==> src/rtl/shared_reg_arbiter.sv <==
// shared_reg_arbiter: round-robin arbiter guarding one shared W-bit register.
// A winner is picked in IDLE, its command is applied in GRANT, and ACK
// finishes the handshake and advances the round-robin pointer.
// Optional feature: define ARB_LOCK_EN to add a per-requester lock input
// that keeps the pointer on the winner so it can win repeatedly.
module shared_reg_arbiter #(
    parameter int NREQ = 4,
    parameter int W    = 8
) (
    input  logic              clk,
    input  logic              rst,
    input  logic [NREQ-1:0]   req,
    input  logic [2*NREQ-1:0] op,
    input  logic [W*NREQ-1:0] wdata,
`ifdef ARB_LOCK_EN
    input  logic [NREQ-1:0]   lock,
`endif
    output logic [NREQ-1:0]   gnt,
    output logic              done,
    output logic              busy,
    output logic [W-1:0]      q
);

    localparam int IW  = (NREQ > 1) ? $clog2(NREQ) : 1;
    localparam int IW1 = IW + 1;

    localparam logic [1:0] OP_LOAD  = 2'b00;
    localparam logic [1:0] OP_SET   = 2'b01;
    localparam logic [1:0] OP_CLEAR = 2'b10;

    typedef enum logic [1:0] {
        IDLE  = 2'b00,
        GRANT = 2'b01,
        ACK   = 2'b10
    } state_t;

    state_t          state_q, state_d;
    logic [NREQ-1:0] gnt_q, gnt_d;
    logic            done_q, done_d;
    logic [W-1:0]    q_q, q_d;
    logic [IW-1:0]   ptr_q, ptr_d;
    logic [IW-1:0]   win_q, win_d;
    logic [1:0]      op_q, op_d;
    logic [W-1:0]    data_q, data_d;

    logic            win_found;
    logic [IW-1:0]   win_idx;
    logic [IW1-1:0]  cand_w;
    logic [IW-1:0]   cand_idx;
    logic [1:0]      sel_op;
    logic [W-1:0]    sel_data;
    logic [IW-1:0]   ptr_next;

    // Round-robin search: first requester at or after the pointer, wrapping.
    always_comb begin
        win_found = 1'b0;
        win_idx   = '0;
        cand_w    = '0;
        cand_idx  = '0;
        for (int k = 0; k < NREQ; k++) begin
            cand_w = {1'b0, ptr_q} + IW1'(k);
            if (cand_w >= IW1'(NREQ)) begin
                cand_w = cand_w - IW1'(NREQ);
            end
            cand_idx = cand_w[IW-1:0];
            if (!win_found && req[cand_idx]) begin
                win_found = 1'b1;
                win_idx   = cand_idx;
            end
        end
    end

    // Pick out the winner's command and load data slices.
    always_comb begin
        sel_op   = 2'b11;
        sel_data = '0;
        for (int i = 0; i < NREQ; i++) begin
            if (win_idx == IW'(i)) begin
                sel_op   = op[2*i +: 2];
                sel_data = wdata[W*i +: W];
            end
        end
    end

    // Pointer value after a completed grant: winner + 1, or held under lock.
    always_comb begin
        if (win_q == IW'(NREQ - 1)) begin
            ptr_next = '0;
        end else begin
            ptr_next = win_q + IW'(1);
        end
`ifdef ARB_LOCK_EN
        if (lock[win_q]) begin
            ptr_next = win_q;
        end
`endif
    end

    // Next-state logic: sample in IDLE, apply in GRANT, release in ACK.
    always_comb begin
        state_d = state_q;
        gnt_d   = gnt_q;
        done_d  = 1'b0;
        q_d     = q_q;
        ptr_d   = ptr_q;
        win_d   = win_q;
        op_d    = op_q;
        data_d  = data_q;
        case (state_q)
            IDLE: begin
                gnt_d = '0;
                if (win_found) begin
                    win_d          = win_idx;
                    op_d           = sel_op;
                    data_d         = sel_data;
                    gnt_d[win_idx] = 1'b1;
                    state_d        = GRANT;
                end
            end
            GRANT: begin
                case (op_q)
                    OP_LOAD:  q_d = data_q;
                    OP_SET:   q_d = '1;
                    OP_CLEAR: q_d = '0;
                    default:  q_d = q_q;
                endcase
                done_d  = 1'b1;
                state_d = ACK;
            end
            ACK: begin
                gnt_d   = '0;
                done_d  = 1'b0;
                ptr_d   = ptr_next;
                state_d = IDLE;
            end
            default: begin
                gnt_d   = '0;
                state_d = IDLE;
            end
        endcase
    end

    // State and datapath registers; reset aborts any pending write.
    always_ff @(posedge clk or negedge rst) begin
        if (!rst) begin
            state_q <= IDLE;
            gnt_q   <= '0;
            done_q  <= 1'b0;
            q_q     <= '0;
            ptr_q   <= '0;
            win_q   <= '0;
            op_q    <= '0;
            data_q  <= '0;
        end else begin
            state_q <= state_d;
            gnt_q   <= gnt_d;
            done_q  <= done_d;
            q_q     <= q_d;
            ptr_q   <= ptr_d;
            win_q   <= win_d;
            op_q    <= op_d;
            data_q  <= data_d;
        end
    end

    assign gnt  = gnt_q;
    assign done = done_q;
    assign q    = q_q;
    assign busy = (state_q != IDLE);

endmodule

==> config.mk <==
export PLATFORM = sky130hd
export DESIGN_NAME = shared_reg_arbiter
export DESIGN_NICKNAME = d
export VERILOG_FILES = /design/src/rtl/shared_reg_arbiter.sv
export SDC_FILE = /design/constraint.sdc
export NUM_CORES = 1
export LEC_CHECK = 0
export CAP_MARGIN = 20
export CORE_UTILIZATION = 46
export DETAILED_ROUTE_END_ITERATION = 10
export PLACE_DENSITY = 0.95
export SYNTH_ARGS = -nofsm -noshare
export SYNTH_HDL_FRONTEND = slang
export SYNTH_SLANG_ARGS = --single-unit
==> constraint.sdc <==
create_clock -name clk -period 2.6 [get_ports clk]
set_input_delay 0.39 -clock clk [delete_from_list [all_inputs] [get_ports clk]]
set_output_delay 0.39 -clock clk [all_outputs]
set_load 0.02 [all_outputs]
==> metrics, run 1 <==
status finished clean; Die W 59.0 µm; Die Y-Extent a little under 60 µm; skew final between 0.006 and 0.007 ns; Routed wire per std cell approximately 13 µm; Rows 20; mapped cell area 0.00149 mm²; GPL Wtd Cong approximately 0.90; Top Usage Layer GRT met2; Slew @ Worst Pin about 0.52 ns; final hold slack approximately 0.44 ns; cells along the critical path clkdlybuf4s50_1 > nor2b_1 > a21o_1 > a211o_1 > buf_4 > mux2i_1 > o221ai_1; RSZ-0062 raised after global routing no; H-tree Lvls 2; Core Box Area slightly above 0.003 mm²; TritonCTS clock tree built; Crit Path Max Fanout 24; slowest CP cell clkdlybuf4s50_1; Setup-failing EPs final 0; HP Class in -> async; CTS sink count 29; CTS Hold Bufs 0; clock latency on the worst-skew pair ~0.33 ns; CP Buf/Inv Count 2; share of cells above drive strength 1 under 10%; Root Driver clkbuf_4; Main synth FF type dfrtp_1; CP Launch Type primary input; Leakage about 1 nW; Vias 1307; Max clock buf depth 2; ANT nets after route 0; EDFF count, synth 0; Routed WL 3.36 mm; max-cap violations 0; Tmin final a little under 2 ns; post-synthesis cell type count 26; DP HPWL ~2.6 mm; Global Route met1 Usage about 27%; post-synthesis sequential area ratio 48.6%; drt via density around 5.2; Reg clk slew, reported paths about 0.090 ns; non-filler instance count after layout about 250; CTS buffer count 5; cts repair resizes 0; ys async rst share 100%; IO buf count 59; Critical Path AT 2.12 ns; Nets between 200 and 300; CP delay by family, top buffers and inverters; Setup Fix Bufs, Post-CTS 0; post-route cell area approximately 0.0022 mm²; Antenna Cells 0; Power Total ~0.0024 W; YS warnings 0; worst endpoint required time around 2.8 ns; # IOs 60; Yosys reg bits 29; first-pass GRT wire length 5.69 mm; Final Hold Vio Count 0; Iteration-0 DRC Markers between 40 and 50; period utilisation layout approximately 74%; Slew Viols, Final 0; Area Growth Syn to Fin 44.0%; GR Util met3 roughly 5.2%; grt met2 use 38.8%; R2R setup slack 0.78 ns; Max VDD drop 0.000506 V; critical path class in -> reg; gr usage total around 22%; slew margin rel. ~65%; placed cell count 244; total gr overflow 0; vias in the first global route 1281; syn_area_per_cell between 10 and 15 µm²; Initial Util between 40% and 50%; syn_nets between 150 and 200; Die ar. 0.00348 mm²; Pwr per Cell Area ~1100 mW/mm²; setup TNS 0 ns; initial antenna violation count 0; endpoint type of the worst setup path flop; dpl cell area around 0.0021 mm²; # DRC 0; Max Fclk roughly 520 MHz; cells after synthesis about 150; largest net degree at the start of global routing 30; DRT Pass-1 Iters 4; Max stage delay on crit path ~0.55 ns
cells in the mapped netlist (all sizes together) (2+ instances only):
cell,n,area share [%]
nand2b,2,0.84
mux2i,20,13
ha,3,2.5
or2,3,1.4
nand2,21,5.3
buf,8,4.2
clkbuf,3,0.75
a21oi,16,5.4
a21o,2,1.0
nor2,10,2.5
o221ai,10,5.9
dfrtp,29,49
nor2b,5,2.1
o21ai,6,2.0
inv,4,1.0
registers in the layout, summed over array words and instances, names as in the netlist:
name     flops
data_q       8
win_q        2
gnt          4
done         1
op_q         2
state_q      2
q            8
ptr_q        2
logic make-up after synthesis:
logic type                 count (synthesis)  share of synthesized area, %
DFF                                       29                          48.6
AOI/OAI and AO/OA                         38                          16.2
and+or+nand+nor                           42                          12.6
buffers and inverters                     15                          5.95
adders and majority gates                  3                          2.51
muxes                                     21                          14.2
power by group:
group / internal [W] / leakage [nW] / switching [W] / total, W
Clock: 0.000127 / 0.0314 / 0.000151 / 0.000279
Sequential: 0.000679 / 0.355 / 0.000138 / 0.000817
Combinational: 0.000616 / 0.589 / 0.000688 / 0.00130
Total: 0.00142 / 0.975 / 0.000977 / 0.00240
metrics by stage:
step | utilization [%] | worst slack (ns)
global placement | 68.1 | 0.426
detailed placement | 68.1 | 0.347
global route | 69.9 | 0.572
floorplan | - | 0.898
CTS | 69.9 | 0.693
finish | 69.9 | 0.670
layout make-up:
cell class	instances	area (µm²)
Sequential cell	29	726
Multi-Input combinational cell	104	679
Clock buffer	7	55.1
Timing Repair Buffer	63	621
Inverter	4	15.0
Fill cell	261	927
Tap cell	44	55.1
final timing paths:
kind,start,endpoint,cells after the start
min in group clk,state_q[1]$_DFFE_PN0P_,state_q[1]$_DFFE_PN0P_,1
worst min register to register,state_q[1]$_DFFE_PN0P_,state_q[1]$_DFFE_PN0P_,1
worst min-delay path,rst,gnt[3]$_DFFE_PN0N_,2
worst max register to register,ptr_q[1]$_DFFE_PN0N_,op_q[1]$_DFFE_PN0P_,6
worst max-delay path,req[3],op_q[1]$_DFFE_PN0P_,7
max in group asynchronous,rst,data_q[0]$_DFFE_PN0P_,2
placed cells by master, fill, tap and decap left out, drive strengths merged:
cell type      count
clkdlybuf4s50     59
dfrtp             29
nand2             21
mux2i             20
a21oi             16
nor2              10
o221ai            10
clkbuf             7
o21ai              6
nor2b              5
buf                4
inv                4
ha                 3
or2                3
nand2b             2
a21o               2
nor4               1
o211ai             1
o22ai              1
a211o              1
mux2               1
o31ai              1
layer usage:
layer	share of wire, %	routed length [µm]
met1	40	1330
met3	6.0	203
met4	1.9	65
met2	52	1760
met5	0	0
Note: power is estimated with default switching activity, not from simulation.
==> inputs of run 2 (changes only) <==
CORE_UTILIZATION = 39   (was 46)
PLACE_DENSITY = 0.87   (was 0.95)
clock period = 1.6 ns   (was 2.6 ns; I/O delays follow)
==> metrics, run 2 (synthesis results as in run 1) <==
period utilisation layout 106%; status complete, but fails checks; Max clock buf depth 2; first-pass GRT wire length roughly 6.0 mm; commonest non-fill, non-tap cell in the layout clkdlybuf4s50_1; total gr overflow 0; Setup Fix Bufs, Post-CTS 0; Leakage just over 1 nW; Initial Util 40.8%; setup TNS -0.513 ns; DP HPWL 2.57 mm; Antenna Cells 0; GPL Wtd Cong about 0.76; Slew @ Worst Pin 0.368 ns; HP Class in -> async; Final Hold Vio Count 0; slew margin rel. around 75%; Setup-failing EPs final 10; Tmin final 1.70 ns; CTS buffer count 5; CP Launch Type flop; Max VDD drop between 0.0007 and 0.0008 V; post-route cell area about 0.0023 mm²; Max Fclk 587 MHz; skew final 0.00599 ns; CTS Hold Bufs 0; IO buf count 59; share of cells above drive strength 1 between 10% and 20%; Area Growth Syn to Fin 52.5%; critical path class reg -> reg; Core Box Area 0.00366 mm²; vias in the first global route about 1300; Pwr per Cell Area approximately 1900 mW/mm²; initial antenna violation count 0; max-cap violations 0; gr usage total 19.8%; clock latency on the worst-skew pair 0.28 ns; DRT Pass-1 Iters 4; Die ar. between 0.004 and 0.005 mm²; Crit Path Max Fanout 24; non-filler instance count after layout around 260; placed cell count between 200 and 300; Iteration-0 DRC Markers 45; worst endpoint required time 1.74 ns; ANT nets after route 0; Nets roughly 260; dpl cell area around 0.0022 mm²; # DRC 0; Rows 22; RSZ-0062 raised after global routing yes; Slew Viols, Final 0; TritonCTS clock tree built; CTS sink count 29; Die Y-Extent ~64 µm; utilization after layout roughly 62%; Die W ~64 µm; most frequent cells in the layout clkdlybuf4s50_1 (58), dfrtp_1 (29), nand2_1 (21); failing checks setup timing; fin worst setup slack -0.104 ns; endpoint type of the worst setup path flop; Root Driver clkbuf_8; Vias 1329; Critical Path AT approximately 1.9 ns; drt via density about 5; # IOs 60; H-tree Lvls 2; Routed wire per std cell between 10 and 15 µm; largest net degree at the start of global routing 30; Routed WL about 3.7 mm; Reg clk slew, reported paths approximately 0.06 ns
run 2: per-layer routing:
metal  part of all wire, %  global-route usage (%)
met3                   7.6                    6.79
met4                   1.4                    7.67
met1                    43                    25.1
met2                    47                    31.1
met5                     0                       0
run 2: final cells by class:
| type | instances | area, µm² |
|---|---|---|
| Multi-Input combinational cell | 105 | 698 |
| Fill cell | 331 | 1380 |
| Clock buffer | 6 | 72.6 |
| Inverter | 4 | 15.0 |
| Tap cell | 48 | 60.1 |
| Sequential cell | 29 | 726 |
| Timing Repair Buffer | 70 | 697 |
| Clock inverter | 2 | 10.0 |
run 2: what timing repair did:
action,in CTS,in global routing
endpoints found under the setup margin,11,12
cloned,0,1
resized for setup,1,4
endpoints found under the hold margin,0,0
pin swaps,0,2
run 2: where the power goes:
group          leakage [nW]  total [W]  internal [W]  switching [W]
Clock                0.0450   0.000574      0.000300       0.000273
Sequential            0.355    0.00134       0.00111       0.000233
Combinational         0.638    0.00237       0.00117        0.00121
Total                  1.04    0.00429       0.00257        0.00171
run 2: path summary, 6_finish.rpt:
kind                            cells past startpoint                     end  slack [ns]              startpoint
worst max-delay path                                6   data_q[6]$_DFFE_PN0P_       -0.10    ptr_q[1]$_DFFE_PN0N_
worst min-delay path                                2        q[4]$_DFFE_PN0P_        0.35                     rst
worst max register to register                      6   data_q[6]$_DFFE_PN0P_       -0.10    ptr_q[1]$_DFFE_PN0N_
worst min register to register                      1  state_q[1]$_DFFE_PN0P_        0.49  state_q[1]$_DFFE_PN0P_
max in group asynchronous                           2        q[1]$_DFFE_PN0P_        0.98                     rst
min in group clk                                    1  state_q[1]$_DFFE_PN0P_        0.49  state_q[1]$_DFFE_PN0P_
run 2: stage by stage:
step           setup slack [ns]  hold slack, ns  power [W]
2_1_floorplan           -0.0302         -0.0556    0.00285
3_3_place_gp             -0.260           0.467    0.00360
3_5_place_dp             -0.309           0.481    0.00369
4_1_cts                 -0.0743           0.349    0.00427
5_1_grt                  -0.167           0.375    0.00463
6_report                 -0.104           0.346    0.00429
run 2: worst max-delay path, cell delays in order (launching register included):
cell,delay [ns]
dfrtp_1,0.40
nor2b_1,0.16
a21o_1,0.18
a211o_1,0.28
buf_12,0.18
mux2i_2,0.20
o221ai_1,0.15
